### src/rtl/jtroc_sndcmd.sv
// ---------------------------------------------------------------------------
// jtroc_sndcmd
//
// Main-to-sound command channel. The main CPU pushes command bytes into a
// small circular FIFO. The sound CPU reads them back one at a time. A rising
// edge on snd_on raises the sound-CPU interrupt (active low). The interrupt
// stays asserted until the sound CPU acknowledges it, or until HOLD_CNT
// snd_cen ticks have passed. Everything runs in the single clk domain.
//
// Handshake: main_we, latch_rd and irq_ack are single-cycle strobes. Each
// cycle a strobe is high counts as one event. There is no back-pressure.
// A write to a full FIFO is dropped and sets the sticky overflow flag.
//
// Ports
//   clk        in   1  system clock
//   rst_n      in   1  synchronous reset, active low
//   snd_cen    in   1  sound-CPU clock enable; drives only the IRQ timeout
//   main_we    in   1  push main_din into the FIFO
//   main_din   in   8  command byte
//   snd_on     in   1  trigger level; a rising edge requests an IRQ
//   mute_in    in   1  mute request
//   latch_rd   in   1  pop the FIFO head
//   irq_ack    in   1  acknowledge the IRQ
//   snd_latch  out  8  FIFO head, or the last popped byte when empty
//   snd_irqn   out  1  sound-CPU interrupt, active low
//   mute       out  1  mute_in after a 2-flop synchroniser
//   pending    out  5  FIFO occupancy, 0..DEPTH
//   overflow   out  1  sticky: a write was dropped because the FIFO was full
//   st_dout    out  8  debug: {overflow, ~snd_irqn, mute, pending}
// ---------------------------------------------------------------------------
module jtroc_sndcmd #(
    parameter int DEPTH    = 4,
    parameter int HOLD_CNT = 256
) (
    input  logic       clk,
    input  logic       rst_n,
    input  logic       snd_cen,
    input  logic       main_we,
    input  logic [7:0] main_din,
    input  logic       snd_on,
    input  logic       mute_in,
    input  logic       latch_rd,
    input  logic       irq_ack,
    output logic [7:0] snd_latch,
    output logic       snd_irqn,
    output logic       mute,
    output logic [4:0] pending,
    output logic       overflow,
    output logic [7:0] st_dout
);

    localparam int AW = $clog2(DEPTH);

    // ------------------------------------------------------------------
    // Command FIFO
    // ------------------------------------------------------------------
    logic [7:0]  mem [DEPTH];
    logic [AW:0] wr_ptr, rd_ptr;      // one extra bit separates full from empty
    logic [AW:0] used;
    logic        empty, full;
    logic        push, pop;
    logic [AW:0] wr_ptr_next, rd_ptr_next, used_next;
    logic [7:0]  latch_next;

    assign used  = wr_ptr - rd_ptr;
    assign empty = (used == '0);
    assign full  = (used == (AW+1)'(DEPTH));
    assign push  = main_we && (!full || latch_rd);
    assign pop   = latch_rd && !empty;

    assign wr_ptr_next = push ? wr_ptr + 1'b1 : wr_ptr;
    assign rd_ptr_next = pop  ? rd_ptr + 1'b1 : rd_ptr;
    assign used_next   = wr_ptr_next - rd_ptr_next;

    // The registered snd_latch follows the head as it will be after this cycle.
    // If the new head is the slot being written right now, take the byte
    // straight from main_din. If the FIFO drains, keep the last value.
    always_comb begin
        latch_next = snd_latch;
        if (used_next != '0) begin
            if (push && (rd_ptr_next[AW-1:0] == wr_ptr[AW-1:0]))
                latch_next = main_din;
            else
                latch_next = mem[rd_ptr_next[AW-1:0]];
        end
    end

    always_ff @(posedge clk) begin
        if (!rst_n) begin
            wr_ptr    <= '0;
            rd_ptr    <= '0;
            snd_latch <= 8'h00;
            overflow  <= 1'b0;
        end else begin
            if (push)
                mem[wr_ptr[AW-1:0]] <= main_din;
            wr_ptr    <= wr_ptr_next;
            rd_ptr    <= rd_ptr_next;
            snd_latch <= latch_next;
            if (main_we && full && !latch_rd)
                overflow <= 1'b1;
        end
    end

    assign pending = 5'(used);

    // ------------------------------------------------------------------
    // Mute synchroniser
    // ------------------------------------------------------------------
    logic mute_s1;

    always_ff @(posedge clk) begin
        if (!rst_n) begin
            mute_s1 <= 1'b0;
            mute    <= 1'b0;
        end else begin
            mute_s1 <= mute_in;
            mute    <= mute_s1;
        end
    end

    // ------------------------------------------------------------------
    // IRQ state machine
    // ------------------------------------------------------------------
    typedef enum logic {
        IDLE   = 1'b0,
        ASSERT = 1'b1
    } irq_state_t;

    irq_state_t  state, state_next;
    logic        snd_on_d;
    logic        on_edge;
    logic [15:0] tick_cnt, tick_cnt_next;
    logic [15:0] tick_inc;
    logic        timeout;

    assign on_edge  = snd_on && !snd_on_d;
    // The counter saturates, so a large HOLD_CNT can never wrap it back to zero.
    assign tick_inc = (tick_cnt == 16'hFFFF) ? tick_cnt : tick_cnt + 16'd1;
    // The tick that brings the count up to HOLD_CNT releases the line.
    assign timeout  = (HOLD_CNT != 0) && snd_cen && (32'(tick_inc) >= 32'(HOLD_CNT));

    always_comb begin
        state_next    = state;
        tick_cnt_next = tick_cnt;
        case (state)
            IDLE: begin
                if (on_edge) begin
                    state_next    = ASSERT;
                    tick_cnt_next = 16'd0;
                end
            end
            ASSERT: begin
                // A fresh edge beats ack and timeout, and restarts the count.
                if (on_edge) begin
                    tick_cnt_next = 16'd0;
                end else if (irq_ack || timeout) begin
                    state_next    = IDLE;
                    tick_cnt_next = 16'd0;
                end else if (snd_cen) begin
                    tick_cnt_next = tick_inc;
                end
            end
            default: begin
                state_next    = IDLE;
                tick_cnt_next = 16'd0;
            end
        endcase
    end

    always_ff @(posedge clk) begin
        if (!rst_n) begin
            state    <= IDLE;
            tick_cnt <= 16'd0;
            snd_on_d <= 1'b0;
        end else begin
            state    <= state_next;
            tick_cnt <= tick_cnt_next;
            snd_on_d <= snd_on;
        end
    end

    assign snd_irqn = (state != ASSERT);

    // Debug view. Bit 6 shows the FSM state (1 = ASSERT).
    assign st_dout = {overflow, ~snd_irqn, mute, pending};

endmodule

### config.mk
export PLATFORM = sky130hd
export DESIGN_NAME = jtroc_sndcmd
export DESIGN_NICKNAME = d
export VERILOG_FILES = /design/src/rtl/jtroc_sndcmd.sv
export SDC_FILE = /design/constraint.sdc
export NUM_CORES = 1
export LEC_CHECK = 0
export ABC_AREA = 1
export BUFFER_PORTS_ARGS = -buffer_cell sky130_fd_sc_hd__buf_2
export CAP_MARGIN = 20
export CELL_PAD_IN_SITES_DETAIL_PLACEMENT = 1
export CELL_PAD_IN_SITES_GLOBAL_PLACEMENT = 1
export CORE_ASPECT_RATIO = 0.9
export CORE_MARGIN = 5
export CORE_UTILIZATION = 30
export DETAILED_ROUTE_END_ITERATION = 10
export PLACE_DENSITY_LB_ADDON = 0.12
export SYNTH_ARGS = -nofsm -noshare
export SYNTH_HDL_FRONTEND = slang
export SYNTH_SLANG_ARGS = --single-unit
### constraint.sdc
create_clock -name clk -period 3.1 [get_ports clk]
set_input_delay 0.31 -clock clk [delete_from_list [all_inputs] [get_ports clk]]
set_output_delay 0.31 -clock clk [all_outputs]
set_load 0.01 [all_outputs]
==> key figures <==
STA
  • Least setup slack across all paths after layout: 0.170 ns
  • Minimum period implied by the final worst setup slack: 2.93 ns
  • Period Utilization, post-route: 0.945
  • Worst clock skew: 0.00803 ns
  • Number of endpoints with negative hold slack in the final report: 0
  • Max-slew headroom at the worst pin: 0.559
  • Count of pins over their slew limit: 0
  • Fmax: 341 MHz
  • Unrepaired setup endpoints after global routing: true
  • Final setup violation count: 0
  • Worst hold slack: 0.167 ns
  • Transition time of the tightest slew-check pin: 0.659 ns

Logic synthesis
  • Mapped Area: 3790 um2
  • Cell taking the most area after synthesis: edfxtp_1
  • Area share of the largest cell type after synthesis: 0.254
  • Yosys warns: 0
  • Part of the Yosys area used for sequential elements: 0.439
  • Number of instances in the synthesized netlist: 489
  • Count of different cell masters after synthesis: 32
  • Leading post-synthesis cells by cell area: edfxtp_1 25%, dfxtp_1 19%, nand3_1 11%
  • Syn_area_per_cell: 7.74 um2
  • Register bit total from synthesis: 67

Clock tree
  • H-tree lvl count: 3
  • TritonCTS clock tree: done
  • Number of buffers on the longest clock path: 2
  • Root buffer selected by CTS: clkbuf_16
  • Register clock-pin slew on the reported worst setup and hold paths: 0.05 ns
  • Insertion delay to the later sink of the worst-skew pair: 0.33 ns
  • TritonCTS Buffers: 9
  • Total number of clock tree sinks: 67

Critical path
  • Worst Reg-to-Reg Cells: 17
  • Critical-path top delay cell: fa_2
  • Largest driver fanout on the critical path: 8
  • Largest stage delay on the critical path: 0.58 ns
  • Critical register-to-register path startpoint: wr_ptr[0]$_SDFF_PN0_
  • List of cells traversed by the critical path: inv_2 -> ha_4 -> fa_2 -> nand2_2 -> nor2_2 -> nand3_1 -> nand2_2 -> xor2_2 -> ha_2 -> inv_2 -> a21oi_4 -> nand3_4 -> nand2_4 -> nand2_4 -> a21oi_4 -> nor2_1 -> nor2_1
  • Kind of critical path: flop to flop
  • Reg-to-reg slack, setup: 0.17 ns
  • Arrival @ worst endpoint: 3.20 ns
  • Kind of start point of the critical path: flop
  • Beginning of the critical path: wr_ptr[0]$_SDFF_PN0_
  • Critical path required time: 3.37 ns
  • Reg-to-Reg End: snd_latch[1]$_SDFFE_PN0P_
  • Crit path capture type: flop

Global route
  • Number of antenna violations at the first check in global routing: 0
  • First-pass GRT wire length: 17400 um
  • GR Util All Layers: 0.152
  • Maximum number of pins on one net before global-route repair: 25
  • Remaining global-route overflow: 0
  • Vias in the first global route: 3474

Route
  • DRC marker count from the first detailed-route iteration: 147
  • Count of nets left with antenna violations after detail routing: 0
  • Total routed wirelength: 10600 um
  • Ratio of routed vias to standard cells: 4.59
  • Vias after detailed routing: 3269
  • Routed wire length per instance: 14.9 um
  • DRC Markers: 0
  • First-pass iteration count of the detailed router: 4

Final layout
  • Synthesis-to-layout area growth: 23.0%
  • Share of final-layout standard cells stronger than drive strength 1: 0.228
  • Final antenna diode count: 0
  • Filler instances: 1515
  • Number of nets in the final layout: 570
  • Utilization of the core after routing: 0.371

Power
  • Leakage power: 2.12 nW
  • Total power of the final layout: 5.06 mW
  • VDD IR-drop max: 667 uV
  • Power Dens Cells: 1090 nW/um2

Job
  • Number of maximum-capacitance constraint violations: 0

Floorplanning
  • Floorplan die area: 15000 um2
  • Placeable core region: 12500 um2
  • Die H: 117 um
  • Initial cell density of the core: 0.302
  • Width of the chip: 128 um
  • Top-level I/O count: 40
  • FP Rows: 39

Placement
  • Number of input and output port buffers inserted: 35
  • Half-perimeter wire length after detailed placement: 7890 um
  • Worst setup slack before clock tree synthesis: -0.0253 ns
  • Gp weighted congestion: 0.798

Worst hold path
  • Hold Path Depth: 3
  • Worst Hold Path EP: mute_s1$_SDFF_PN0_
  • Worst Hold Launch: mute_in
  • Class of the worst hold path: primary input to flop

Run status
  • Result of the run: complete, no violations
-- layer usage --
metal / share of wire / wire [um] / GRT usage
met4: 0.013 / 140 / 0.0460
met3: 0.050 / 529 / 0.0416
met2: 0.45 / 4750 / 0.240
met1: 0.49 / 5160 / 0.203
met5: 0 / 0 / 0
-- worst max-delay path, delay by kind of cell (launching register included) --
| kind | cells | cell delay, ns |
|---|---|---|
| and+or+nand+nor | 9 | 0.84 |
| AOI/OAI and AO/OA | 2 | 0.46 |
| DFF | 1 | 0.33 |
| adders and majority gates | 3 | 0.94 |
| xor gates and xnor gates | 1 | 0.18 |
| buffers and inverters | 2 | 0.09 |
-- flip-flops by register name (all words and copies together) (netlist names) --
signal / cells
tick_cnt: 16
wr_ptr: 3
snd_on_d: 1
snd_latch: 8
state: 1
mute_s1: 1
rd_ptr: 3
mem: 32
mute: 1
overflow: 1
-- report_power, final --
part           leakage (nW)  internal, mW  switching, mW
Sequential            0.577          1.05         0.0676
Clock                 0.152         0.698          0.376
Combinational          1.39          1.04           1.83
Total                  2.12          2.79           2.28
-- what timing repair did --
item | in CTS | in global routing
buffers inserted | 2 | 4
resized for setup | 4 | 24
setup endpoints to repair | 8 | 8
hold buffers | 0 | 0
pin swaps | 3 | 20
-- how the worst max path moves through the flow --
| stage | slack (ns) | end | depth (start not counted) |
|---|---|---|---|
| floorplan | 0.06 | snd_latch[0]$_SDFFE_PN0P_ | 22 |
| global placement | 0.09 | snd_latch[4]$_SDFFE_PN0P_ | 21 |
| detailed placement | -0.03 | snd_latch[2]$_SDFFE_PN0P_ | 22 |
| CTS | 0.008 | snd_latch[1]$_SDFFE_PN0P_ | 17 |
| global route | -0.08 | snd_latch[2]$_SDFFE_PN0P_ | 17 |
| finish | 0.17 | snd_latch[1]$_SDFFE_PN0P_ | 17 |
-- cell type report --
cell class / instances / area (um2) / share of cell area
sequential: 67 / 1660 / 0.357
multi-input combinational: 323 / 1820 / 0.390
clock inverter: 5 / 78.8 / 0.0169
inverter: 86 / 323 / 0.0693
timing repair buffer: 57 / 340 / 0.0731
tap: 164 / 205 / 0.0441
clock buffer: 10 / 229 / 0.0492
-- metrics by stage --
| stage | area, um2 | std cells | setup TNS [ns] |
|---|---|---|---|
| 4_1_cts | 4530 | 708 | 0 |
| 3_5_place_dp | 4190 | 691 | -0.0877 |
| 3_3_place_gp | 4190 | 691 | 0 |
| 2_1_floorplan | 3800 | 492 | 0 |
| 6_report | 4660 | 712 | 0 |
| 5_1_grt | 4660 | 712 | -0.423 |
-- kinds of logic (layout without fill, tap and decap cells) --
kind of cell,after synthesis,in the layout,synth area share
XOR/XNOR,9,9,0.0208
AND/OR/NAND/NOR,279,279,0.361
flip-flops,67,67,0.439
buffers and inverters,102,158,0.113
AO/OA/AOI/OAI,21,21,0.0311
adder cells (fa/ha/maj),10,10,0.0350
other,1,4,0.000990
-- placed cells by master, fill, tap and decap left out, drive strengths merged --
master / n
conb: 4
nand3: 89
or2: 1
xor2: 4
buf: 57
clkinv: 5
a21oi: 14
dfxtp: 35
nand4: 7
fa: 1
clkbuf: 10
nor2: 52
inv: 84
ha: 9
nand2: 123
o21ai: 6
a31oi: 1
xnor2: 5
bufinv: 2
nor3: 7
edfxtp: 32
-- synthesized netlist by cell type, drive strengths merged --
master and number:
nand4 7, a31oi 1, nand2 123, buf 13, nor2 52, xnor2 5, xor2 4, conb 1
inv 84, ha 9, nand3 89, o21ai 6, edfxtp 32, a21oi 14, or2 1, clkinv 2
nor3 7, fa 1, clkbuf 3, dfxtp 35
Power figures use the tool's default switching activity.
